===== config.mk =====
export PLATFORM = sky130hd
export DESIGN_NAME = seq_detect_param
export DESIGN_NICKNAME = d
export VERILOG_FILES = /design/src/rtl/seqdet_pkg.sv /design/src/rtl/seqdet_tick_gen.sv /design/src/rtl/seq_detect_param.sv
export SDC_FILE = /design/constraint.sdc
export NUM_CORES = 1
export LEC_CHECK = 0
export CORE_MARGIN = 2
export CORE_UTILIZATION = 40
export CTS_BUF_LIST = sky130_fd_sc_hd__clkbuf_8
export DETAILED_ROUTE_END_ITERATION = 10
export GPL_TIMING_DRIVEN = 1
export PLACE_DENSITY = 0.82
export SYNTH_ARGS = -nofsm -noshare
export SYNTH_HDL_FRONTEND = slang
export SYNTH_SLANG_ARGS = --single-unit
export TNS_END_PERCENT = 10

===== constraint.sdc =====
create_clock -name clk_in -period 1.5 [get_ports clk_in]
set_input_delay 0.375 -clock clk_in [delete_from_list [all_inputs] [get_ports clk_in]]
set_output_delay 0.375 -clock clk_in [all_outputs]
set_load 0.02 [all_outputs]

===== src/rtl/seqdet_pkg.sv =====
// Shared types and constants for the parametrised serial pattern detector.
package seqdet_pkg;

    typedef enum logic [1:0] {
        ST_FILL,
        ST_ARMED,
        ST_MATCH
    } state_t;

    localparam int DEF_PAT_W = 4;
    localparam logic [DEF_PAT_W-1:0] DEF_PATTERN = 4'b0011;

    function automatic int tick_cnt_w(input int div);
        return (div <= 1) ? 1 : $clog2(div);
    endfunction

endpackage


===== src/rtl/seqdet_tick_gen.sv =====
// Modulo-TICK_DIV sample tick; tick is 1 while the counter sits at 0.
module seqdet_tick_gen
    import seqdet_pkg::*;
#(
    parameter int TICK_DIV = 1
) (
    input  logic clk_in,
    input  logic reset,
    output logic tick
);

    localparam int W = tick_cnt_w(TICK_DIV);
    localparam logic [W-1:0] LAST = W'(TICK_DIV - 1);

    logic [W-1:0] cnt;

    always_ff @(posedge clk_in or negedge reset) begin
        if (!reset) begin
            cnt <= '0;
        end else if (cnt == LAST) begin
            cnt <= '0;
        end else begin
            cnt <= cnt + W'(1);
        end
    end

    assign tick = (cnt == '0);

endmodule


===== src/rtl/seq_detect_param.sv =====
// Moore serial pattern detector with run-time pattern reload.
// Match counter is built only when SEQDET_COUNT_EN is defined.
module seq_detect_param
    import seqdet_pkg::*;
#(
    parameter int             PAT_W    = DEF_PAT_W,
    parameter logic [PAT_W-1:0] PATTERN = PAT_W'(DEF_PATTERN),
    parameter bit             OVERLAP  = 1'b1,
    parameter int             TICK_DIV = 1,
    parameter int             CNT_W    = 8
) (
    input  logic             clk_in,
    input  logic             reset,
    input  logic             din,
    input  logic             pat_load,
    input  logic [PAT_W-1:0] pat_in,
    output logic             dout,
    output logic [CNT_W-1:0] match_count,
    output logic             tick_out
);

    localparam int FW = $clog2(PAT_W + 1);
    localparam logic [FW-1:0] FULL = FW'(PAT_W);

    logic             tick;
    state_t           state, state_n;
    logic [PAT_W-1:0] hist, hist_n, pat, pat_n, shifted;
    logic [FW-1:0]    fill, fill_n, fill_inc;

    seqdet_tick_gen #(
        .TICK_DIV(TICK_DIV)
    ) u_tick (
        .clk_in(clk_in),
        .reset (reset),
        .tick  (tick)
    );

    always_ff @(posedge clk_in or negedge reset) begin
        if (!reset) begin
            state <= ST_FILL;
            hist  <= '0;
            fill  <= '0;
            pat   <= PATTERN;
        end else begin
            state <= state_n;
            hist  <= hist_n;
            fill  <= fill_n;
            pat   <= pat_n;
        end
    end

    always_comb begin
        state_n  = state;
        hist_n   = hist;
        fill_n   = fill;
        pat_n    = pat;
        shifted  = (hist << 1) | PAT_W'(din);
        fill_inc = (fill == FULL) ? FULL : fill + FW'(1);
        unique case (1'b1)
            pat_load: begin
                pat_n   = pat_in;
                hist_n  = '0;
                fill_n  = '0;
                state_n = ST_FILL;
            end
            tick && !pat_load: begin
                hist_n = shifted;
                fill_n = fill_inc;
                if (fill_inc == FULL && shifted == pat) begin
                    state_n = ST_MATCH;
                    // non-overlapping: the matched bits may not be reused
                    if (!OVERLAP) fill_n = '0;
                end else begin
                    state_n = (fill_inc == FULL) ? ST_ARMED : ST_FILL;
                end
            end
            default: ;
        endcase
    end

    assign dout     = (state == ST_MATCH);
    assign tick_out = tick;

`ifdef SEQDET_COUNT_EN
    logic             hit;
    logic [CNT_W-1:0] cnt;

    // state_n only becomes MATCH via a fresh compare on an unloaded tick
    assign hit = tick && !pat_load && (state_n == ST_MATCH);

    always_ff @(posedge clk_in or negedge reset) begin
        if (!reset) begin
            cnt <= '0;
        end else if (hit && cnt != '1) begin
            cnt <= cnt + CNT_W'(1);
        end
    end

    assign match_count = cnt;
`else
    assign match_count = '0;
`endif

endmodule


==> summary.md <==
| Metric | Value |
|---|---|
| Max Slew Vio Count | 0 |
| Final nets | 74 |
| Max VDD drop | 597 uV |
| Initial Util | 41.7% |
| Longest Clk Path Bufs | 2 |
| Die area | between 1500 and 2000 um2 |
| Num CTS Buffers | 3 |
| Family with the most delay on the worst path | flip-flops |
| Count leader, synth | dfrtp_1 |
| DR vias/cell | ~4.5 |
| Placer Congestion | 0.676 |
| Min-Delay Path Class | in2async |
| CP required | approximately 1.1 ns |
| Final setup violation count | 0 |
| First-pass GRT wire length | 1390 um |
| Critical path buffer and inverter count | 1 |
| RSZ-0062 raised after global routing | false |
| Area of the multi-input gates | 251 um2 |
| Tmin final | between 1 and 1.5 ns |
| Starting DRT DRC Count | 7 |
| Pre-antenna DRT Iters | 3 |
| DRC Markers | 0 |
| Leading area contributor after synthesis | dfrtp_1 |
| # Post-CTS Setup Buffers | 0 |
| Power Total | around 0.00085 W |
| Top post-synthesis cells by area | dfrtp_1, buf_4, dfstp_2, mux2_2, xor2_1 |
| Vias | about 350 |
| P_leak | 0.348 nW |
| Routed Antenna Nets | 0 |
| Mapped Cells | about 50 |
| Grt ovf | 0 |
| Crit Path Class | reg2out |
| Die X-Extent | roughly 43 um |
| Fmax | between 0.7 and 0.8 GHz |
| Dpl hpwl | around 650 um |
| CORE AREA | 1450 um2 |
| Count of cell types in the netlist | 20 |
| # hold bufs at CTS | 0 |
| Sequential share of the synthesized area | ~50% |
| Synthesized area per cell | roughly 12 um2 |
| Die H | 42.9 um |
| Final hold violations | 0 |
| Initial antenna violation count | 0 |
| Critical path startpoint category | register |
| Async SR Flop Fraction | 100% |
| Pwr per Cell Area | between 1000 and 1500 nW/um2 |
| Post-synth EDFFs | 0 |
| Routed WL per cell | between 10 and 15 um |
| CP Capture Type | output pin |
| Fillers | 140 |
| Routed wire length | around 840 um |
| Number of diodes | 0 |
| CTS tree | done |
| Root buf cell | clkbuf_8 |
| Input/output buffers | 8 |
| FF/Latch Area | approximately 300 um2 |
| Area growth from synthesis to layout | 22.5% |
| Vias in the first global route | 340 |
| Crit-path max cell delay | 0.35 ns |
| Final worst clock skew | between 0.0004 and 0.0005 ns |
| Finished Core Util | 51.0% |
| CP Data Arrival Time | around 1 ns |
| Layout cell share with drive strength beyond 1 | around 25% |
| Top post-synthesis cells by count | dfrtp_1, buf_4, nor2b_1 |
| Global Route Usage Sum | a little over a tenth |
| Crit-path max FO | 1 |
| Post-synth top area share | about two fifths |
| Clk slew on worst S/H paths | around 0.05 ns |
| Cell Area, Synth | slightly above 600 um2 |
| H-Tree Depth | 1 |
| Flops & latches, synth | 12 |
| Clock Latency Late Sink | around 0.24 ns |
| Synth Flop Type | dfrtp_1 |
| Site Rows | 14 |
| Clock Sinks | 12 |
| Max-cap violation count | 0 |
| Ratio of final minimum period to clock period | just over 90% |
| I/O pin cnt | 18 |
| Yosys warnings | 0 |
| Largest net degree at the start of global routing | 12 |
| Slowest cell on the critical path | dfrtp_1 |
| Outcome | completed |
| Crit-path cells | nor2b_1 > dlygate4sd2_1 |
-- timing repair --
action / in CTS / in global routing
setup endpoints to repair: 1 / 1
gates resized for setup: 1 / 1
gates cloned: 0 / 0
-- through the flow --
step	instances	cell area, um2	setup TNS [ns]	worst slack [ns]	hold WS (ns)
6_report	79	742	0	0.107	0.358
5_1_grt	79	742	0	0.0141	0.389
3_5_place_dp	75	682	-0.0929	-0.0929	0.505
4_1_cts	79	736	0	0.0920	0.365
3_3_place_gp	75	682	-0.0319	-0.0319	0.489
2_1_floorplan	58	632	0	0.220	0.0794
-- cells in the final DEF, fill, tap and decap left out, types with 2 or more instances in the layout --
master	synthesis	routed
dfrtp_1	10	10
conb_1	2	9
clkdlybuf4s50_1	0	7
nor2b_1	5	5
xor2_1	4	4
mux2_2	4	4
clkbuf_8	0	4
buf_4	9	3
inv_1	2	2
nor4_2	1	2
ha_1	2	2
dfstp_2	2	2
-- path summary, 6_finish.rpt --
check / startpoint / end / slack [ns] / depth (start not counted)
max: state[0] / dout / 0.11 / 2
min: reset / pat[2] / 0.36 / 1
max reg2reg: fill[0] / state[1] / 0.12 / 4
min reg2reg: fill[0] / fill[0] / 0.52 / 1
max in group asynchronous: reset / pat[1] / 0.69 / 2
min in group clk_in: fill[0] / fill[0] / 0.52 / 1
-- routing by layer --
| layer | up-vias | routed length, um | track usage, % |
|---|---|---|---|
| li1 | 171 | - | - |
| met1 | 161 | 316 | 10.9 |
| met2 | 17 | 428 | 17.9 |
| met3 | 3 | 68 | 2.55 |
| met4 | 0 | 27 | 9.38 |
| met5 | - | 0 | 0 |
-- cell families after synthesis --
kind of cell	count (synthesis)	synth area share [%]
XOR/XNOR	4	5.78
adder cells (fa/ha/maj)	2	4.13
flip-flops	12	50.0
multiplexers	4	7.44
AND/OR/NAND/NOR	9	11.8
other	2	1.24
AO/OA/AOI/OAI	5	5.79
buffers and inverters	13	13.8
-- registers in the layout, summed over array words and instances (netlist names) --
signal	count
state	2
fill	3
pat	4
hist	3
-- worst register-to-register path: stages (launching register included) --
cell and delay [ns]:
dfrtp_1 0.42, ha_1 0.26, nand2b_1 0.15, a31o_1 0.25, nor4b_2 0.21
-- power by group --
part / switching, W / internal (W)
Combinational: 0.0000671 / 0.0000576
Clock: 0.000123 / 0.000232
Sequential: 0.0000164 / 0.000351
Total: 0.000206 / 0.000641
-- area by class of cell --
cell class | count | area share, %
Clock buffer | 4 | 7.42
Inverter | 3 | 1.52
Multi-Input combinational cell | 33 | 33.9
Sequential cell | 12 | 40.8
Tap cell | 16 | 2.70
Timing Repair Buffer | 11 | 13.7
Power figures use the tool's default switching activity.
